--- config.mk ---
export PLATFORM = sky130hd
export DESIGN_NAME = eth_tx_framer
export DESIGN_NICKNAME = d
export VERILOG_FILES = /design/src/rtl/eth_tx_framer.sv
export SDC_FILE = /design/constraint.sdc
export NUM_CORES = 1
export LEC_CHECK = 0
export CAP_MARGIN = 20
export CORE_ASPECT_RATIO = 0.6
export CORE_MARGIN = 4
export CORE_UTILIZATION = 39
export DETAILED_ROUTE_END_ITERATION = 16
export PLACE_DENSITY = 0.69
export SYNTH_ARGS = -nofsm -noshare
export SYNTH_HDL_FRONTEND = slang
export SYNTH_SLANG_ARGS = --single-unit
--- constraint.sdc ---
create_clock -name clk -period 5.9 [get_ports clk]
set_clock_uncertainty 0.1 [all_clocks]
set_input_delay 0.59 -clock clk [delete_from_list [all_inputs] [get_ports clk]]
set_output_delay 0.59 -clock clk [all_outputs]
set_load 0.01 [all_outputs]
--- src/rtl/eth_tx_framer.sv ---
// Ethernet transmit framer: turns a 32-bit word stream into a GMII byte stream.
// Each frame is sent as preamble/SFD, then the MAC header, then the payload
// padded to 46 bytes. Underrun and oversize frames are cut short with a tx_er byte.
// Define ETH_TX_FRAMER_FCS_EN to append the IEEE 802.3 CRC-32 FCS. Without it,
// the block contains no CRC logic.
module eth_tx_framer #(
    parameter logic [47:0] LOCAL_MAC  = 48'h02_00_C0_A8_00_01,
    parameter logic [47:0] REMOTE_MAC = 48'h02_00_C0_A8_00_02,
    parameter logic [15:0] ETHERTYPE  = 16'h0800,
    parameter int unsigned IFG_CYCLES = 12
) (
    input  logic        clk,
    input  logic        rst,
    input  logic [31:0] s_data,
    input  logic        s_valid,
    output logic        s_ready,
    input  logic        s_last,
    output logic [7:0]  gmii_txd,
    output logic        gmii_tx_en,
    output logic        gmii_tx_er,
    output logic        tx_busy,
    output logic        frame_done,
    output logic        frame_err
);

    // Handshake: a word moves on a rising edge where s_valid and s_ready are both 1.
    // s_ready is a function of state only. It is high on the last header byte, on
    // the 4th byte of a non-final payload word, and throughout DROP. If s_valid is
    // low at such a point (outside DROP), that is an underrun.

    typedef enum logic [2:0] {IDLE, PREAMBLE, HEADER, PAYLOAD, PAD, FCS, DROP, IFG} state_t;

    localparam logic [111:0] HDR      = {REMOTE_MAC, LOCAL_MAC, ETHERTYPE};
    localparam logic [7:0]   IFG_LAST = 8'(IFG_CYCLES - 1);
    localparam logic [15:0]  MIN_LAST = 16'd45;   // payload count before the 46th byte
    localparam logic [15:0]  MAX_LAST = 16'd1499; // payload count before the 1500th byte

`ifdef ETH_TX_FRAMER_FCS_EN
    localparam state_t END_STATE = FCS;
    localparam logic   DATA_ENDS = 1'b0;
`else
    localparam state_t END_STATE = IFG;
    localparam logic   DATA_ENDS = 1'b1;
`endif

    state_t        state, state_nx;
    logic [7:0]    cnt;
    logic [1:0]    byte_idx;
    logic [15:0]   pay_cnt;
    logic [31:0]   word_q;
    logic          last_q;
    logic          err_slot;   // next PAYLOAD cycle is the tx_er byte
    logic          err_drop;   // after the tx_er byte, discard until s_last
    logic [7:0]    nx_txd;
    logic          nx_en, nx_er, nx_done, nx_err;
    logic          done_s1, err_s1;
    logic [111:0]  hdr_shift;
    logic [7:0]    pay_byte;
`ifdef ETH_TX_FRAMER_FCS_EN
    logic [31:0]   crc;
    logic [31:0]   fcs_word;
`endif

    assign tx_busy = (state != IDLE);

    // State register
    always_ff @(posedge clk or posedge rst) begin
        if (rst) state <= IDLE;
        else     state <= state_nx;
    end

    // Next-state logic
    always_comb begin
        state_nx = state;
        case (state)
            IDLE:     if (s_valid) state_nx = PREAMBLE;
            PREAMBLE: if (cnt == 8'd7) state_nx = HEADER;
            HEADER:   if (cnt == 8'd13) state_nx = PAYLOAD;
            PAYLOAD: begin
                if (err_slot)
                    state_nx = err_drop ? DROP : IFG;
                else if (byte_idx == 2'd3 && last_q)
                    state_nx = (pay_cnt < MIN_LAST) ? PAD : END_STATE;
            end
            PAD:      if (pay_cnt == MIN_LAST) state_nx = END_STATE;
            FCS:      if (cnt == 8'd3) state_nx = IFG;
            DROP:     if (s_valid && s_last) state_nx = IFG;
            IFG:      if (cnt == IFG_LAST) state_nx = IDLE;
            default:  state_nx = IDLE;
        endcase
    end

    // Output logic: byte to register onto GMII next edge, handshake and end-of-frame flags
    always_comb begin
        nx_txd    = 8'h00;
        nx_en     = 1'b0;
        nx_er     = 1'b0;
        nx_done   = 1'b0;
        nx_err    = 1'b0;
        s_ready   = 1'b0;
        hdr_shift = HDR << {cnt, 3'b000};
        case (byte_idx)
            2'd0:    pay_byte = word_q[31:24];
            2'd1:    pay_byte = word_q[23:16];
            2'd2:    pay_byte = word_q[15:8];
            default: pay_byte = word_q[7:0];
        endcase
`ifdef ETH_TX_FRAMER_FCS_EN
        fcs_word = ~crc;
`endif
        case (state)
            IDLE: begin
                if (s_valid) begin
                    nx_en  = 1'b1;
                    nx_txd = 8'h55;
                end
            end
            PREAMBLE: begin
                nx_en  = 1'b1;
                nx_txd = (cnt == 8'd7) ? 8'hD5 : 8'h55;
            end
            HEADER: begin
                nx_en   = 1'b1;
                nx_txd  = hdr_shift[111:104];
                s_ready = (cnt == 8'd13);
            end
            PAYLOAD: begin
                nx_en = 1'b1;
                if (err_slot) begin
                    nx_er  = 1'b1;
                    nx_err = 1'b1;
                end else begin
                    nx_txd  = pay_byte;
                    s_ready = (byte_idx == 2'd3) && !last_q;
                    nx_done = DATA_ENDS && (byte_idx == 2'd3) && last_q && (pay_cnt >= MIN_LAST);
                end
            end
            PAD: begin
                nx_en   = 1'b1;
                nx_done = DATA_ENDS && (pay_cnt == MIN_LAST);
            end
`ifdef ETH_TX_FRAMER_FCS_EN
            FCS: begin
                nx_en   = 1'b1;
                nx_done = (cnt == 8'd3);
                case (cnt[1:0])
                    2'd0:    nx_txd = fcs_word[7:0];
                    2'd1:    nx_txd = fcs_word[15:8];
                    2'd2:    nx_txd = fcs_word[23:16];
                    default: nx_txd = fcs_word[31:24];
                endcase
            end
`endif
            DROP:    s_ready = 1'b1;
            default: ;
        endcase
    end

    // Counters, word holding register and error bookkeeping
    always_ff @(posedge clk or posedge rst) begin
        if (rst) begin
            cnt      <= 8'd0;
            byte_idx <= 2'd0;
            pay_cnt  <= 16'd0;
            word_q   <= 32'd0;
            last_q   <= 1'b0;
            err_slot <= 1'b0;
            err_drop <= 1'b0;
        end else begin
            // IDLE->PREAMBLE already put the first 0x55 out, so preamble counts from 1
            if (state_nx != state)
                cnt <= (state == IDLE) ? 8'd1 : 8'd0;
            else if (state == IDLE)
                cnt <= 8'd0;
            else
                cnt <= cnt + 8'd1;

            case (state)
                IDLE: begin
                    pay_cnt  <= 16'd0;
                    byte_idx <= 2'd0;
                    err_slot <= 1'b0;
                    err_drop <= 1'b0;
                end
                HEADER: begin
                    if (cnt == 8'd13) begin
                        if (s_valid) begin
                            word_q <= s_data;
                            last_q <= s_last;
                        end else begin
                            err_slot <= 1'b1;
                        end
                    end
                end
                PAYLOAD: begin
                    if (!err_slot) begin
                        pay_cnt  <= pay_cnt + 16'd1;
                        byte_idx <= byte_idx + 2'd1;
                        if (s_ready) begin
                            if (!s_valid) begin
                                err_slot <= 1'b1;
                            end else if (pay_cnt >= MAX_LAST) begin
                                // word would start byte 1501: consume it, flag error
                                err_slot <= 1'b1;
                                err_drop <= !s_last;
                            end else begin
                                word_q <= s_data;
                                last_q <= s_last;
                            end
                        end
                    end
                end
                PAD:     pay_cnt <= pay_cnt + 16'd1;
                default: ;
            endcase
        end
    end

    // GMII output registers and the two-stage pulse pipeline
    always_ff @(posedge clk or posedge rst) begin
        if (rst) begin
            gmii_txd   <= 8'h00;
            gmii_tx_en <= 1'b0;
            gmii_tx_er <= 1'b0;
            done_s1    <= 1'b0;
            err_s1     <= 1'b0;
            frame_done <= 1'b0;
            frame_err  <= 1'b0;
        end else begin
            gmii_txd   <= nx_txd;
            gmii_tx_en <= nx_en;
            gmii_tx_er <= nx_er;
            done_s1    <= nx_done;
            err_s1     <= nx_err;
            frame_done <= done_s1;
            frame_err  <= err_s1;
        end
    end

`ifdef ETH_TX_FRAMER_FCS_EN
    // One byte of reflected CRC-32 (poly 0xEDB88320), data LSB first
    function automatic logic [31:0] crc32_byte(input logic [31:0] c, input logic [7:0] d);
        logic [31:0] r;
        r = c;
        for (int i = 0; i < 8; i++)
            r = (r[0] ^ d[i]) ? ((r >> 1) ^ 32'hEDB88320) : (r >> 1);
        return r;
    endfunction

    // CRC accumulates every header, payload and pad byte; preset while idle
    always_ff @(posedge clk or posedge rst) begin
        if (rst)
            crc <= 32'd0;
        else if (state == IDLE)
            crc <= 32'hFFFF_FFFF;
        else if (state == HEADER || state == PAD || (state == PAYLOAD && !err_slot))
            crc <= crc32_byte(crc, nx_txd);
    end
`endif

endmodule

==> metrics.cfg <==
[sta]
max_freq_ghz=0.283
hold_viol=0
setup_viol=0
tightest_slew_ns=0.941
finalCriticalPeriod_ns=3.54
worst_slew_margin_rel_pct=37.1
fin_tns_setup_ns=0
fin_crit_sh_pct=60.0
drv_slew=0
rsz0062_at_grt=no
hold_ws_ns=0.249

[global_route]
grt_max_degree=78
grt_use_total_pct=17.1
first_global_vias=3087
grt-ovfl-total=0
grt_pass1_wl_mm=16.2
antenna_found_initial=0

[detailed_routing]
drc=0
antenna_left=0
drt_iter0_drc=244
post_drt_wl_per_cell_um=17.4
viasPerCell=5.55
firstDrtPassIters=4
routed_wl_mm=9.61
vias=3062

[die]
start_util_pct=40.2
dieWidth_um=138
core_area_sq_um=9880
io_pins=50
die_h_um=86.1
die_area_sq_um=11900
num_rows=28

[clocking]
cts_setup_buffers=0
hold_buffers=0
cts_tree=built
cts_made_buffers=9
cts_root_buf=clkbuf_16
cts_max_path_buffers=2
post_cts_resized=0
htree_levels=3
clock-sinks=77
clock_latency_ns=0.34
cts.reportedPaths.clkPinSlew_ns=0.06

[logic_synthesis]
synth.most_common_cell=dfrtp_1
ys_types=63
syn_nets=419
yosysSeqAreaShare_pct=48.6
synth-simple-area-share_pct=16.5
synth-compound-area-share_pct=13.4
netlist_area_sq_um=3970
postSynthCellCount=373
synthTopCellsByArea=dfrtp_1 (49%), mux2_2 (7.9%), nor2_1 (3.6%), ha_1 (3.2%), nand2_1 (2.5%)
synth_top_area_cell=dfrtp_1
synthAdderAreaFrac_pct=3.15
synth_top_family_by_area=simple AND/OR/NAND/NOR gates
yosysTopAreaCellShare_pct=48.6
synth_ff_type=dfrtp_1
synthArstFlopShare_pct=100
synth-edff-count=0
synth-seq-cells=77
synth-xor-area-share_pct=4.64
muxShareOfSynthArea_pct=9.84
postSynthAreaPerCell_sq_um=10.6
synth_common_cells=dfrtp_1 (77), nor2_1 (38), mux2_2 (28)
yosysWarnings=0

[setup_path]
critPathLaunchType=register
cp_slowest_stage_delay_ns=0.74
r2r_end=word_q[20]$_DFFE_PP0P_
end_kind=primary output
rr_worst_depth=5
rrSetupSlack_ns=2.55
worst-endpoint-required_ns=5.21
reg2reg_from=state[0]$_DFF_PP0_
crit_slowest_cell=dfrtp_1
cp.arrival_ns=2.85
cp_cell_sequence=nand4bb_1 -> nor3b_2 -> a311o_1 -> clkdlybuf4s50_1
worstPathMaxFanout=20
criticalPathCategory=reg2out

[finish]
multi_input_area_sq_um=1890
drive_gt1_share_pct=13.7
antenna_cells=0
final_nets=458
utilization_pct=49.4
nFillCells=879
syn_to_final_growth_pct=22.9
final-seq-area_sq_um=1930

[worst_hold_path]
holdPathEnd=frame_done$_DFF_PP0_
hp-class=reg2reg
hold_path_startpoint=done_s1$_DFF_PP0_
hold-path-cell-count=0

[run]
cap_viol_max_count=0

[status]
status=finished clean

[place]
place.gp.congestion=0.832
port_buffers=49
place_hpwl_mm=6.77

[power]
ir_worst_vdd_uv=206
p_per_area_nw_per_um2=467
p_leak_nw=2.15

[sequential cells by signal, indices dropped and copies added (netlist names)]
name	cells
err_drop	1
pay_cnt	16
last_q	1
done_s1	1
frame_err	1
state	3
byte_idx	2
gmii_txd	8
frame_done	1
word_q	32
err_slot	1
gmii_tx_en	1
err_s1	1
cnt	8
[routing by layer]
layer  vias up  GRT usage [%]  wire [um]
li1       1436              -          -
met1      1534           25.4       4870
met2        86           23.6       4000
met3         6           5.79        694
met4         0           4.57         42
met5         -              0          0
[critical path: cells and delay by family, from the launching register on]
| kind | cells | cell delay (ns) |
|---|---|---|
| and+or+nand+nor | 2 | 1.00 |
| DFF | 1 | 0.74 |
| buffers and inverters | 1 | 0.55 |
| AOI/OAI and AO/OA | 1 | 0.21 |
[final cells by class]
cell class	count	share of cell area [%]
clock buffers	9	4.62
clock inverters	7	2.03
inverters	10	0.770
multi-input cells	262	38.7
flip-flops and latches	77	39.5
well taps	135	3.46
repair buffers	52	10.9
[kinds of logic after synthesis]
kind of cell               after synthesis
xor gates and xnor gates                21
muxes                                   35
DFF                                     77
buffers and inverters                   34
and+or+nand+nor                        121
AOI/OAI and AO/OA                       75
adders and majority gates               10
[through the flow]
| step | cells | setup WS, ns | area, sq um | power, mW |
|---|---|---|---|---|
| finish | 552 | 2.36 | 4880 | 2.28 |
| global placement | 535 | 2.71 | 4530 | 1.64 |
| CTS | 551 | 2.36 | 4850 | 2.29 |
| global route | 552 | 2.14 | 4880 | 2.44 |
| floorplan | 373 | 3.24 | 3970 | 1.42 |
| detailed placement | 535 | 2.59 | 4530 | 1.67 |
[power by group]
part,switching [mW],internal [mW],total (mW)
Sequential,0.203,0.707,0.910
Combinational,0.400,0.373,0.774
Clock,0.222,0.372,0.594
Total,0.826,1.45,2.28
[worst max-delay path by stage]
| stage | from | endpoint | slack (ns) | cells after the start |
|---|---|---|---|---|
| floorplan | rst | byte_idx[0]$_DFFE_PP0P_ | 3.24 | 1 |
| global placement | state[0]$_DFF_PP0_ | word_q[3]$_DFFE_PP0P_ | 2.71 | 5 |
| detailed placement | state[0]$_DFF_PP0_ | word_q[30]$_DFFE_PP0P_ | 2.59 | 5 |
| CTS | state[0]$_DFF_PP0_ | s_ready | 2.36 | 4 |
| global route | state[0]$_DFF_PP0_ | s_ready | 2.14 | 4 |
| finish | state[0]$_DFF_PP0_ | s_ready | 2.36 | 4 |
[layout by cell type (no fill, tap or decap), drive strengths merged, types with 11 or more instances in the layout]
master / instances
clkdlybuf4s50: 49
inv: 11
xor2: 11
o21ai: 17
a21oi: 15
dfrtp: 77
nor2: 39
nand2: 26
mux2: 32
Power figures use the tool's default switching activity.
